`src/rtl/ctrl_pkg.sv`:
```
// Shared types and constants for the multi-cycle control unit.
package ctrl_pkg;

   typedef enum logic [2:0] {
      ST_FETCH  = 3'd0,
      ST_DECODE = 3'd1,
      ST_EXEC   = 3'd2,
      ST_MEM    = 3'd3,
      ST_WB     = 3'd4,
      ST_TRAP   = 3'd5
   } state_t;

   typedef enum logic [2:0] {
      CLS_R      = 3'd0,
      CLS_I      = 3'd1,
      CLS_LOAD   = 3'd2,
      CLS_STORE  = 3'd3,
      CLS_BRANCH = 3'd4,
      CLS_JAL    = 3'd5,
      CLS_BAD    = 3'd6
   } op_class_t;

   localparam logic [6:0] OP_R      = 7'b0110011;
   localparam logic [6:0] OP_I      = 7'b0010011;
   localparam logic [6:0] OP_LOAD   = 7'b0000011;
   localparam logic [6:0] OP_STORE  = 7'b0100011;
   localparam logic [6:0] OP_BRANCH = 7'b1100011;
   localparam logic [6:0] OP_JAL    = 7'b1101111;

   localparam logic [2:0] ALU_ADD = 3'd0;
   localparam logic [2:0] ALU_SUB = 3'd1;
   localparam logic [2:0] ALU_AND = 3'd2;
   localparam logic [2:0] ALU_OR  = 3'd3;
   localparam logic [2:0] ALU_XOR = 3'd4;
   localparam logic [2:0] ALU_SLT = 3'd5;
   localparam logic [2:0] ALU_SLL = 3'd6;
   localparam logic [2:0] ALU_SRL = 3'd7;

   localparam logic [1:0] CAUSE_NONE    = 2'd0;
   localparam logic [1:0] CAUSE_ILLEGAL = 2'd1;
   localparam logic [1:0] CAUSE_TIMEOUT = 2'd2;

   // Map a 7-bit opcode onto the instruction class the FSM sequences by.
   function automatic op_class_t op_class(input logic [6:0] opcode);
      case (opcode)
         OP_R:      op_class = CLS_R;
         OP_I:      op_class = CLS_I;
         OP_LOAD:   op_class = CLS_LOAD;
         OP_STORE:  op_class = CLS_STORE;
         OP_BRANCH: op_class = CLS_BRANCH;
         OP_JAL:    op_class = CLS_JAL;
         default:   op_class = CLS_BAD;
      endcase
   endfunction

endpackage

```
`src/rtl/alu_dec.sv`:
```
// ALU operation decode from instruction class, funct3 and instr[30].
module alu_dec
   import ctrl_pkg::*;
#(
   parameter int unsigned ALUCTR_W = 3
) (
   input  logic [2:0]          funct3,
   input  logic                instr30,
   input  op_class_t           op_cls,
   output logic [ALUCTR_W-1:0] aluctr,
   output logic                illegal
);

   logic [2:0] w_op;

   always_comb begin
      w_op    = ALU_ADD;
      illegal = 1'b0;
      case (op_cls)
         CLS_R, CLS_I: begin
            case (funct3)
               3'b000:  w_op = (op_cls == CLS_R && instr30) ? ALU_SUB : ALU_ADD;
               3'b111:  w_op = ALU_AND;
               3'b110:  w_op = ALU_OR;
               3'b100:  w_op = ALU_XOR;
               3'b010:  w_op = ALU_SLT;
               3'b001:  w_op = ALU_SLL;
               3'b101:  w_op = ALU_SRL;
               default: illegal = 1'b1;
            endcase
         end
         CLS_BRANCH: w_op = ALU_SUB;
         default:    w_op = ALU_ADD;
      endcase
   end

   assign aluctr = ALUCTR_W'(w_op);

endmodule

```
`src/rtl/mc_control_fsm.sv`:
```
// Multi-cycle control FSM: fetch/decode/exec/mem/wb sequencing with bounded
// memory handshake, sticky trap and retired-instruction counter.
module mc_control_fsm
   import ctrl_pkg::*;
#(
   parameter int unsigned XLEN     = 32,
   parameter int unsigned CNT_W    = 32,
   parameter int unsigned TIMEOUT  = 15,
   parameter int unsigned ALUCTR_W = 3
) (
   input  logic                clk,
   input  logic                reset,
   input  logic [31:0]         instr,
   input  logic                mem_ready,
   input  logic                branch_taken,
   output logic                mem_req,
   output logic                ir_write,
   output logic                pc_write,
   output logic                pc_src,
   output logic [ALUCTR_W-1:0] aluctr,
   output logic                immadd,
   output logic                branch,
   output logic                memread,
   output logic                memwrite,
   output logic                memtoreg,
   output logic                regwrite,
   output logic                wb_link,
   output logic [2:0]          funct,
   output logic                trap,
   output logic [1:0]          cause,
   output logic [CNT_W-1:0]    instret
);

   localparam int unsigned WAIT_W   = $clog2(TIMEOUT + 1);
   localparam int unsigned MIRROR_W = (CNT_W < XLEN) ? CNT_W : XLEN;

   state_t              r_state;
   state_t              w_next;
   logic [31:0]         r_ir;
   logic [WAIT_W-1:0]   r_wait;
   logic [CNT_W-1:0]    r_instret;
   logic                r_trap;
   logic [1:0]          r_cause;

   op_class_t           w_cls;
   logic [ALUCTR_W-1:0] w_alu_op;
   logic                w_alu_ill;
   logic                w_wait_hit;
   logic                w_retire;
   logic                w_set_trap;
   logic [1:0]          w_trap_cause;

   logic                w_mem_req, w_ir_write, w_pc_write, w_pc_src;
   logic [ALUCTR_W-1:0] w_aluctr;
   logic                w_immadd, w_branch, w_memread, w_memwrite;
   logic                w_memtoreg, w_regwrite, w_wb_link;
   logic                w_unused_ir;

   assign w_cls       = op_class(r_ir[6:0]);
   assign w_wait_hit  = (r_wait == WAIT_W'(TIMEOUT - 1));
   assign w_unused_ir = ^{r_ir[31], r_ir[29:15], r_ir[11:7]};

   alu_dec #(
      .ALUCTR_W (ALUCTR_W)
   ) u_alu_dec (
      .funct3  (r_ir[14:12]),
      .instr30 (r_ir[30]),
      .op_cls  (w_cls),
      .aluctr  (w_alu_op),
      .illegal (w_alu_ill)
   );

   // Next state and per-state control strobes.
   always_comb begin
      w_next       = r_state;
      w_mem_req    = 1'b0;
      w_ir_write   = 1'b0;
      w_pc_write   = 1'b0;
      w_pc_src     = 1'b0;
      w_aluctr     = '0;
      w_immadd     = 1'b0;
      w_branch     = 1'b0;
      w_memread    = 1'b0;
      w_memwrite   = 1'b0;
      w_memtoreg   = 1'b0;
      w_regwrite   = 1'b0;
      w_wb_link    = 1'b0;
      w_retire     = 1'b0;
      w_set_trap   = 1'b0;
      w_trap_cause = CAUSE_NONE;
      case (r_state)
         ST_FETCH: begin
            w_mem_req = 1'b1;
            if (mem_ready) begin
               w_ir_write = 1'b1;
               w_pc_write = 1'b1;
               w_next     = ST_DECODE;
            end else if (w_wait_hit) begin
               w_set_trap   = 1'b1;
               w_trap_cause = CAUSE_TIMEOUT;
               w_next       = ST_TRAP;
            end
         end
         ST_DECODE: begin
            if (w_cls == CLS_BAD || w_alu_ill) begin
               w_set_trap   = 1'b1;
               w_trap_cause = CAUSE_ILLEGAL;
               w_next       = ST_TRAP;
            end else begin
               w_next = ST_EXEC;
            end
         end
         ST_EXEC: begin
            w_aluctr = w_alu_op;
            w_immadd = (w_cls == CLS_I) || (w_cls == CLS_LOAD) || (w_cls == CLS_STORE);
            case (w_cls)
               CLS_BRANCH: begin
                  w_branch   = 1'b1;
                  w_pc_write = branch_taken;
                  w_pc_src   = branch_taken;
                  w_retire   = 1'b1;
                  w_next     = ST_FETCH;
               end
               CLS_LOAD, CLS_STORE: w_next = ST_MEM;
               default:             w_next = ST_WB;
            endcase
         end
         ST_MEM: begin
            w_mem_req  = 1'b1;
            w_aluctr   = w_alu_op;
            w_immadd   = 1'b1;
            w_memread  = (w_cls == CLS_LOAD);
            w_memwrite = (w_cls == CLS_STORE);
            if (mem_ready) begin
               if (w_cls == CLS_LOAD) begin
                  w_next = ST_WB;
               end else begin
                  w_retire = 1'b1;
                  w_next   = ST_FETCH;
               end
            end else if (w_wait_hit) begin
               w_set_trap   = 1'b1;
               w_trap_cause = CAUSE_TIMEOUT;
               w_next       = ST_TRAP;
            end
         end
         ST_WB: begin
            w_aluctr   = w_alu_op;
            w_immadd   = (w_cls == CLS_I) || (w_cls == CLS_LOAD);
            w_regwrite = 1'b1;
            w_memtoreg = (w_cls == CLS_LOAD);
            w_wb_link  = (w_cls == CLS_JAL);
            w_pc_write = (w_cls == CLS_JAL);
            w_pc_src   = (w_cls == CLS_JAL);
            w_retire   = 1'b1;
            w_next     = ST_FETCH;
         end
         ST_TRAP: w_next = ST_TRAP;
         default: w_next = ST_FETCH;
      endcase
   end

   // State, instruction register, wait counter, trap and retire counter.
   always_ff @(posedge clk) begin
      if (reset) begin
         r_state   <= ST_FETCH;
         r_ir      <= '0;
         r_wait    <= '0;
         r_instret <= '0;
         r_trap    <= 1'b0;
         r_cause   <= CAUSE_NONE;
      end else begin
         r_state <= w_next;
         if (w_ir_write) r_ir <= instr;
         if (w_retire) r_instret <= r_instret + CNT_W'(1);
         if (w_set_trap && !r_trap) begin
            r_trap  <= 1'b1;
            r_cause <= w_trap_cause;
         end
         if (w_next != r_state)            r_wait <= '0;
         else if (w_mem_req && !mem_ready) r_wait <= r_wait + WAIT_W'(1);
         else                              r_wait <= '0;
      end
   end

   // Every output is forced low while reset is held.
   assign mem_req  = ~reset & w_mem_req;
   assign ir_write = ~reset & w_ir_write;
   assign pc_write = ~reset & w_pc_write;
   assign pc_src   = ~reset & w_pc_src;
   assign aluctr   = reset ? '0 : w_aluctr;
   assign immadd   = ~reset & w_immadd;
   assign branch   = ~reset & w_branch;
   assign memread  = ~reset & w_memread;
   assign memwrite = ~reset & w_memwrite;
   assign memtoreg = ~reset & w_memtoreg;
   assign regwrite = ~reset & w_regwrite;
   assign wb_link  = ~reset & w_wb_link;
   assign funct    = reset ? 3'd0 : r_ir[14:12];
   assign trap     = ~reset & r_trap;
   assign cause    = reset ? CAUSE_NONE : r_cause;
   assign instret  = reset ? '0 : CNT_W'(r_instret[MIRROR_W-1:0]);

endmodule

```
`config.mk`:
```
export PLATFORM = sky130hd
export DESIGN_NAME = mc_control_fsm
export DESIGN_NICKNAME = d
export VERILOG_FILES = /design/src/rtl/ctrl_pkg.sv /design/src/rtl/alu_dec.sv /design/src/rtl/mc_control_fsm.sv
export SDC_FILE = /design/constraint.sdc
export NUM_CORES = 1
export LEC_CHECK = 0
export ABC_CLOCK_PERIOD_IN_PS = 3760
export CORE_UTILIZATION = 68
export CTS_CLUSTER_DIAMETER = 80
export DETAILED_ROUTE_END_ITERATION = 10
export DONT_BUFFER_PORTS = 1
export GPL_TIMING_DRIVEN = 0
export MAX_ROUTING_LAYER = met4
export PLACE_DENSITY = 0.85
export SYNTH_ARGS = -nofsm -noshare
export SYNTH_HDL_FRONTEND = slang
export SYNTH_HIERARCHICAL = 1
export SYNTH_SLANG_ARGS = --single-unit
export TNS_END_PERCENT = 30
```
`constraint.sdc`:
```
create_clock -name clk -period 3.76 [get_ports clk]
set_input_delay 0.564 -clock clk [delete_from_list [all_inputs] [get_ports clk]]
set_output_delay 0.564 -clock clk [all_outputs]
set_load 0.005 [all_outputs]
```
==> impl_metrics.toml <==
[synthesis]
synthArstFlopShare_pct = 0
synth_largest_area_cell = "dfxtp_1"
synth_ff_type = "dfxtp_1"
syn_area_sq_um = 3093
syn_area_per_cell_sq_um = 7.752
ys_top_cells_by_area = "dfxtp_1 34%, nor2b_1 7.9%, nand2_1 5.2%"
synth_nets = 438
yosysMostFrequentCell = "dfxtp_1"
ys_seq_area_share_pct = 34.30
synth_warnings = 6
synth_top_area_share_pct = 34.30
synth_commonest_cells = "53 x dfxtp_1, 43 x nand2_1, 39 x nor2b_1"
synth_cells = 399
yosys_register_bits = 53
synth_edf_count = 0
yosysUniqueCellTypes = 47

[detailed_routing]
routedWlPerCell_um = 15.34
drc = 0
wl_met3_um = 364
viasPerCell = 6.203
antenna_left = 0
wl_met1_um = 3046
wl_met2_um = 3496
wirelength_um = 7043
first_pass_iters = 4
num_vias = 2847
first_iter_violations = 196
top_layer = "met4"

[setup_path]
required_ps = 3200
crit_chain = "clkbuf_1 > nand2b_1 > or2_2 > clkbuf_1 > nor3_1 > a21o_1 > or2_2"
max_stage_delay_ps = 340
timing.critical_path.slowest_stage_cell = "dfxtp_1"
worst-setup-path-type = "reg2out"
cp-end-kind = "output pin"
cp.arrival_ps = 2290
crit_path_start_kind = "flip-flop"
worstPathMaxFanout = 10
crit_family = "simple AND/OR/NAND/NOR gates"
worst-path-buf-inv = 2

[clocking]
clock_sinks = 53
insertion_delay_ps = 310
cts_buffers = 5
cts_root_buffer = "clkbuf_8"
cts_buffer_depth = 2
cts_hold_buffers = 0
tritoncts = "yes"
htreeDepth = 2
cts.repair.resized = 0
cts_setup_buffers = 0
clkTransAtPathRegs_ps = 90

[finish]
finalNetCount = 445
nFillCells = 340
regArea_sq_um = 1061
antenna_cells = 0
areaGrowthSynthToFinish_pct = 5.380
post-route-util_pct = 74.86
drive_gt1_share_pct = 8.600
multi_input_area_sq_um = 1867

[die]
start_util_pct = 71.03
rows = 24
core-area_sq_um = 4354
fp.dieArea_sq_um = 4822
die_w_um = 69.44
num_io_pins = 88
die_y_um = 69.44

[sta]
max_slew.worst_pin.slew_ps = 575.0
period_share_pct = 75.88
finalSetupViolCount = 0
relSlewSlack_pct = 61.66
grt_setup_unrepaired = "false"
fin_skew_ps = 11.33
min_period_ps = 2853
setup_tns_ps = 0
fmax_mhz = 350.5
slew_viol_final = 0
finalHoldViolCount = 0

[grt]
antenna_found_initial = 0
grt_max_degree = 16
grt_pass1_vias = 2639
grt_pass1_wl_um = 12010
grt_util_all_layers_pct = 30.88
grt.overflow.total = 0

[placed_design]
port-buffer-count = 0
gp_congestion = 0.9000
place_hpwl_um = 5189

[status]
status = "complete, no violations"

[power_and_ir_drop]
leakagePower_nw = 1.136
power_density_nw_per_um2 = 326.6
ir_drop_uv = 179.9

[flow_run]
cap_viol_max_count = 0

[hold_path]
hold_path_class = "in2reg"
cell usage in the layout, fill, tap and decap left out, drive strengths merged, types with 2 or more instances in the layout:
| master | netlist | final |
|---|---|---|
| a311oi | 4 | 4 |
| xor2 | 6 | 6 |
| nand4 | 9 | 9 |
| and3 | 3 | 3 |
| o31ai | 6 | 6 |
| nor3 | 17 | 17 |
| o21ai | 16 | 16 |
| a2bb2oi | 2 | 2 |
| mux2i | 2 | 2 |
| a21oi | 28 | 28 |
| and4 | 5 | 5 |
| nand2b | 2 | 2 |
| or2 | 3 | 3 |
| nor4 | 2 | 2 |
| nand3 | 20 | 20 |
| xnor2 | 6 | 6 |
| nor2 | 35 | 35 |
| a31oi | 6 | 6 |
| mux2 | 11 | 11 |
| a21o | 2 | 2 |
| inv | 9 | 9 |
| or4 | 9 | 9 |
| dfxtp | 53 | 53 |
| nor2b | 39 | 39 |
| nand3b | 2 | 2 |
| nand2 | 43 | 43 |
| nor3b | 2 | 2 |
| and2 | 7 | 7 |
| ha | 3 | 3 |
| or3 | 11 | 11 |
| clkbuf | 17 | 24 |
| buf | 10 | 10 |
layer usage:
metal	up-vias	track usage (%)
met5	-	-
met4	0	11.34
met3	14	4.942
met2	96	52.32
met1	1317	36.97
li1	1420	-
area by class of cell:
class	instances	area share [%]
Buffer	27	4.031
Tap cell	52	1.996
Clock inverter	1	0.1536
Multi-Input combinational cell	310	57.27
Inverter	9	1.036
Sequential cell	53	32.55
Clock buffer	7	2.956
metrics by stage:
step           power (mW)  cell area, sq um  hold slack [ps]  setup slack [ps]  cells
3_3_place_gp       0.7207              3158            443.8              1215    451
3_5_place_dp       0.7251              3158            456.5              1206    451
4_1_cts             1.068              3259            384.3             936.6    459
5_1_grt             1.105              3259            385.3             789.0    459
2_1_floorplan      0.6976              3093            429.7              1564    399
6_report            1.065              3259            384.8             907.1    459
worst paths after layout:
path,cells after the start,to,startpoint,slack (ps)
hold / removal,2,r_ir[2]$_SDFFE_PP0P_,instr[2],380
setup reg to reg,7,r_instret[31]$_SDFFE_PP0P_,r_ir[4]$_SDFFE_PP0P_,1330
hold reg to reg,1,r_wait[0]$_SDFF_PP0_,r_wait[0]$_SDFF_PP0_,470
setup / recovery,7,pc_write,r_state[1]$_SDFF_PP0_,910
logic make-up (layout without fill, tap and decap cells):
group                      count (synthesis)  in the layout  share of synthesized area (%)
muxes                                     13             13                          4.652
and+or+nand+nor                          213            213                          37.74
xor gates and xnor gates                  12             12                          3.398
AOI/OAI and AO/OA                         69             69                          13.35
buffers and inverters                     36             44                          5.340
adders and majority gates                  3              3                          1.214
DFF                                       53             53                          34.30
registers in the layout, summed over array words and instances, names as in the netlist:
| register | flops |
|---|---|
| r_wait | 4 |
| r_cause | 2 |
| r_instret | 32 |
| r_state | 3 |
| r_trap | 1 |
| r_ir | 11 |
report_power, final:
group	total [mW]	internal, mW	switching (mW)
clock network	0.352	0.167	0.185
registers	0.595	0.577	0.0172
logic	0.118	0.0436	0.0744
(Power assumes the default switching activity.)
